`config.mk`:
```
export PLATFORM = sky130hd
export DESIGN_NAME = poly_unit_core
export DESIGN_NICKNAME = d
export VERILOG_FILES = /design/src/rtl/poly_unit_core.sv
export SDC_FILE = /design/constraint.sdc
export NUM_CORES = 1
export LEC_CHECK = 0
export BUFFER_PORTS_ARGS = -buffer_cell sky130_fd_sc_hd__buf_2
export CORE_MARGIN = 2
export CORE_UTILIZATION = 62
export CTS_CLUSTER_DIAMETER = 100
export DETAILED_ROUTE_END_ITERATION = 8
export HOLD_SLACK_MARGIN = 0.06
export MAX_ROUTING_LAYER = met4
export PLACE_DENSITY = 0.78
export SYNTH_ARGS = -nofsm -noshare
export SYNTH_HDL_FRONTEND = slang
export SYNTH_SLANG_ARGS = --single-unit
export TNS_END_PERCENT = 10
```
`constraint.sdc`:
```
create_clock -name clk -period 5.8 [get_ports clk]
set_clock_uncertainty 0.15 [all_clocks]
set_input_delay 0.87 -clock clk [delete_from_list [all_inputs] [get_ports clk]]
set_output_delay 0.87 -clock clk [all_outputs]
set_load 0.01 [all_outputs]
```
`src/rtl/poly_unit_core.sv`:
```
// Polynomial storage/transfer core: one 128-coefficient polynomial held as 32 words of 4 x 12-bit coefficients.
// Loads words from an external source, streams them back out, and treats the NTT/INTT codes as reserved no-ops.
module poly_unit_core #(
    parameter int WID = 12,
    parameter int CPW = 4,
    parameter int AW  = 5,
    localparam int DW = WID * CPW
) (
    input  logic          clk,
    input  logic          rst,
    input  logic [DW-1:0] data_in,
    input  logic [AW-1:0] data_in_add,
    input  logic          data_in_done,
    output logic [DW-1:0] data_out,
    input  logic [1:0]    mode,
    input  logic          run,
    output logic          done
);

    typedef enum logic [1:0] {IDLE, LOAD, DUMP, NOP} state_t;

    localparam logic [1:0] M_DATAIN  = 2'd2;
    localparam logic [1:0] M_DATAOUT = 2'd3;

    state_t        state, state_nxt;
    logic [AW-1:0] cnt, cnt_nxt;
    logic          done_nxt;
    logic          we;
    logic          rd_en;
    logic [DW-1:0] ram [2**AW];

    always_comb begin
        state_nxt = state;
        cnt_nxt   = cnt;
        done_nxt  = 1'b0;
        we        = 1'b0;
        rd_en     = 1'b0;
        case (state)
            IDLE: begin
                cnt_nxt = '0;
                if (run) begin
                    case (mode)
                        M_DATAIN:  state_nxt = LOAD;
                        M_DATAOUT: state_nxt = DUMP;
                        default:   state_nxt = NOP;
                    endcase
                end
            end
            LOAD: begin
                if (data_in_done) begin
                    done_nxt  = 1'b1;
                    state_nxt = IDLE;
                end else begin
                    we = 1'b1;
                end
            end
            DUMP: begin
                // done rises at the same edge that puts the last word on data_out
                rd_en   = 1'b1;
                cnt_nxt = cnt + AW'(1);
                if (cnt == '1) begin
                    done_nxt  = 1'b1;
                    state_nxt = IDLE;
                end
            end
            NOP: begin
                done_nxt  = 1'b1;
                state_nxt = IDLE;
            end
            default: state_nxt = IDLE;
        endcase
    end

    always_ff @(posedge clk or negedge rst) begin
        if (!rst) begin
            state    <= IDLE;
            cnt      <= '0;
            done     <= 1'b0;
            data_out <= '0;
        end else begin
            state <= state_nxt;
            cnt   <= cnt_nxt;
            done  <= done_nxt;
            if (rd_en) data_out <= ram[cnt];
        end
    end

    // Storage is deliberately left out of reset; contents survive a reset.
    always_ff @(posedge clk) begin
        if (we) ram[data_in_add] <= data_in;
    end

endmodule

```
==> impl_metrics.ini <==
[route]
drtIter0Drc = 4510
wl_per_cell_um = 33.5
vias_per_cell = 6.99
route.detailed.drc = 0
ant_nets = 0
via_count = 30899
routed_wl_mm = 148
first_pass_iters = 8

[setup_path]
slowest_delay_ps = 910
arrival_ps = 4060
r2r_slack_ps = 1990
endpoint_kind = flop
r2r_cells = 5
cp.required_ps = 6050
worstPathCellList = or3b_1 -> inv_1 -> nand3_1 -> nor2_4 -> buf_4
r2r-end = ram[7][18]
reg2reg_from = state[0]
cp_max_fo = 25
worst-setup-path-type = reg -> reg
cp-start-kind = flop
cp_slowest_cell = nor2_4

[grt]
antenna_found_initial = 7
grt_pass1_vias = 31064
grt_pass1_wl_mm = 214
grt_start_max_net_pins = 89
grt_use_total_pct = 31.0
grt-ovfl-total = 0

[floorplan]
io_pins = 108
die_area_um2 = 100000
row_count = 114
start_util_pct = 62.6
core_area_um2 = 96700
die_y_um = 317
die_x_um = 317

[clock_tree]
cts_buffer_depth = 3
clock_latency_ps = 760
root_buffer = clkbuf_16
cts_sinks = 1592
cts_setup_buffers = 0
cts_resized = 0
numCtsBuffers = 153
cts_tree = built
h-tree-depth = 4
cts.clk_slew.worst_paths_ps = 60
holdBufCountCts = 1

[place]
post_dp_cell_area_um2 = 62800
place_congestion = 0.871
port-buffer-count = 107
dp_hpwl_mm = 80.0

[sta]
tightestPinTransition_ps = 1270
rsz0062_at_grt = no
setup_viol = 0
clock.fmax_mhz = 263
slew_headroom_pct = 15.3
finalMaxSlewViolations = 0
fin_crit_sh_pct = 65.7
hold_ws_ps = 268
fin_crit_ps = 3810
setup_tns_ps = 0
hold_violations = 0

[synth]
synth_edf_count = 1536
async_flop_share_pct = 3.52
netlist_area_um2 = 60500
ys_types = 34
synth_top_flop_cell = edfxtp_1
synthesis.nets = 2910
syn_inst = 2849
seq_area_frac_synth_pct = 78.5
yosysWarnings = 0
synth.avg_cell_area_um2 = 21.3
ys_ff_latch = 1592

[final_layout]
synthToLayoutAreaGrowth_pct = 11.8
final_layout_size_suffix_gt1_share_pct = 24.8
fin_nets = 3077
fin_area_um2 = 67700

[min_path]
hp-class = in -> reg
hold_end = state[0]
worstHoldStart = run
holdPathStages = 3

[job]
max-cap-violations = 0

[power]
leakage_nw = 21.5
max-vdd-ir-drop_uv = 424
power_density_nw_per_um2 = 448

[status]
outcome = completed
==> cell usage in the layout (no fill, tap or decap), types with 18 or more instances in the layout <==
cell type and instances:
edfxtp_1 1536, nand4_1 87, a21oi_1 18, dfrtp_1 53
mux4_2 274, buf_2 106, a22oi_1 136, clkinv_1 24
nor2_4 35, mux2i_1 164, a32oi_1 47, clkbuf_16 156
nand2_1 150, mux2_2 67, a21o_1 48, buf_4 58
clkinv_2 21, clkbuf_1 47
==> synth_stat cells (4+ instances only) <==
cell type,count,area share [%]
nand4_1,87,0.90
nand2_1,150,0.93
nor2_1,43,0.27
clkbuf_1,69,0.43
buf_2,55,0.45
a221oi_1,8,0.12
buf_4,20,0.25
buf_6,16,0.30
mux2_2,67,1.2
nor2b_1,7,0.072
dfrtp_1,56,2.3
edfxtp_1,1536,76
a32oi_1,47,0.68
a21o_1,48,0.60
a21oi_1,18,0.15
mux4_2,274,10
o21ai_0,4,0.033
a22oi_1,136,1.7
nand3b_1,5,0.062
a222oi_1,8,0.13
buf_1,7,0.043
mux2i_1,164,2.7
==> cells by family after synthesis <==
group | synth area share [%]
AO/OA/AOI/OAI | 3.43
AND/OR/NAND/NOR | 2.39
multiplexers | 14.1
flip-flops | 78.5
adder cells (fa/ha/maj) | 0.0413
buffers and inverters | 1.49
==> worst max path at each step <==
stage                       startpoint           end  slack (ps)  cells past startpoint
after global routing          state[0]    ram[7][20]        1830                      5
final                         state[0]    ram[7][18]        1990                      5
after global placement    data_in_done    ram[7][19]        1660                      6
after floorplan           data_in_done    ram[12][0]        1410                      4
after CTS                       cnt[0]  data_out[26]        2000                      6
after detailed placement  data_in_done    ram[7][18]        1650                      6
==> layer usage <==
layer | wire length (µm) | GRT usage, % | share of wire [%]
met5 | 0 | - | 0
met4 | 4220 | 9.93 | 2.9
met3 | 17100 | 6.91 | 12
met2 | 72500 | 47.7 | 49
met1 | 54200 | 42.2 | 37
==> worst max-delay path: cells and delay by family (launching register included) <==
family / cells / cell delay [ps]
and+or+nand+nor: 3 / 2050
buffers and inverters: 2 / 620
DFF: 1 / 600
==> where the power goes <==
| group | switching [mW] | internal, mW |
|---|---|---|
| clock network | 4.15 | 5.49 |
| registers | 0.441 | 12.8 |
| logic | 4.24 | 3.15 |
| total | 8.84 | 21.5 |
==> registers in the layout (all words and copies together) (netlist names) <==
register  cells
done          1
cnt           5
data_out     48
ram        1536
state         2
==> cell type report <==
class / count / area, µm²
Antenna cell: 4 / 10.0
Clock buffer: 212 / 4200
Clock inverter: 69 / 633
Fill cell: 5540 / 29000
Inverter: 3 / 11.3
Multi-Input combinational cell: 1087 / 12400
Sequential cell: 1592 / 47500
Tap cell: 1276 / 1600
Timing Repair Buffer: 179 / 1260
==> through the flow <==
stage                     setup slack (ps)  instances  total power, mW  utilization (%)
final                                 1990       4422             30.3             70.0
after global routing                  1830       4422             31.2             70.0
after CTS                             2000       4418             30.3             70.0
after detailed placement              1650       4136             20.7             65.0
after global placement                1660       4136             20.6             65.0
after floorplan                       1410       2849             18.5                -
(Power assumes the default switching activity.)
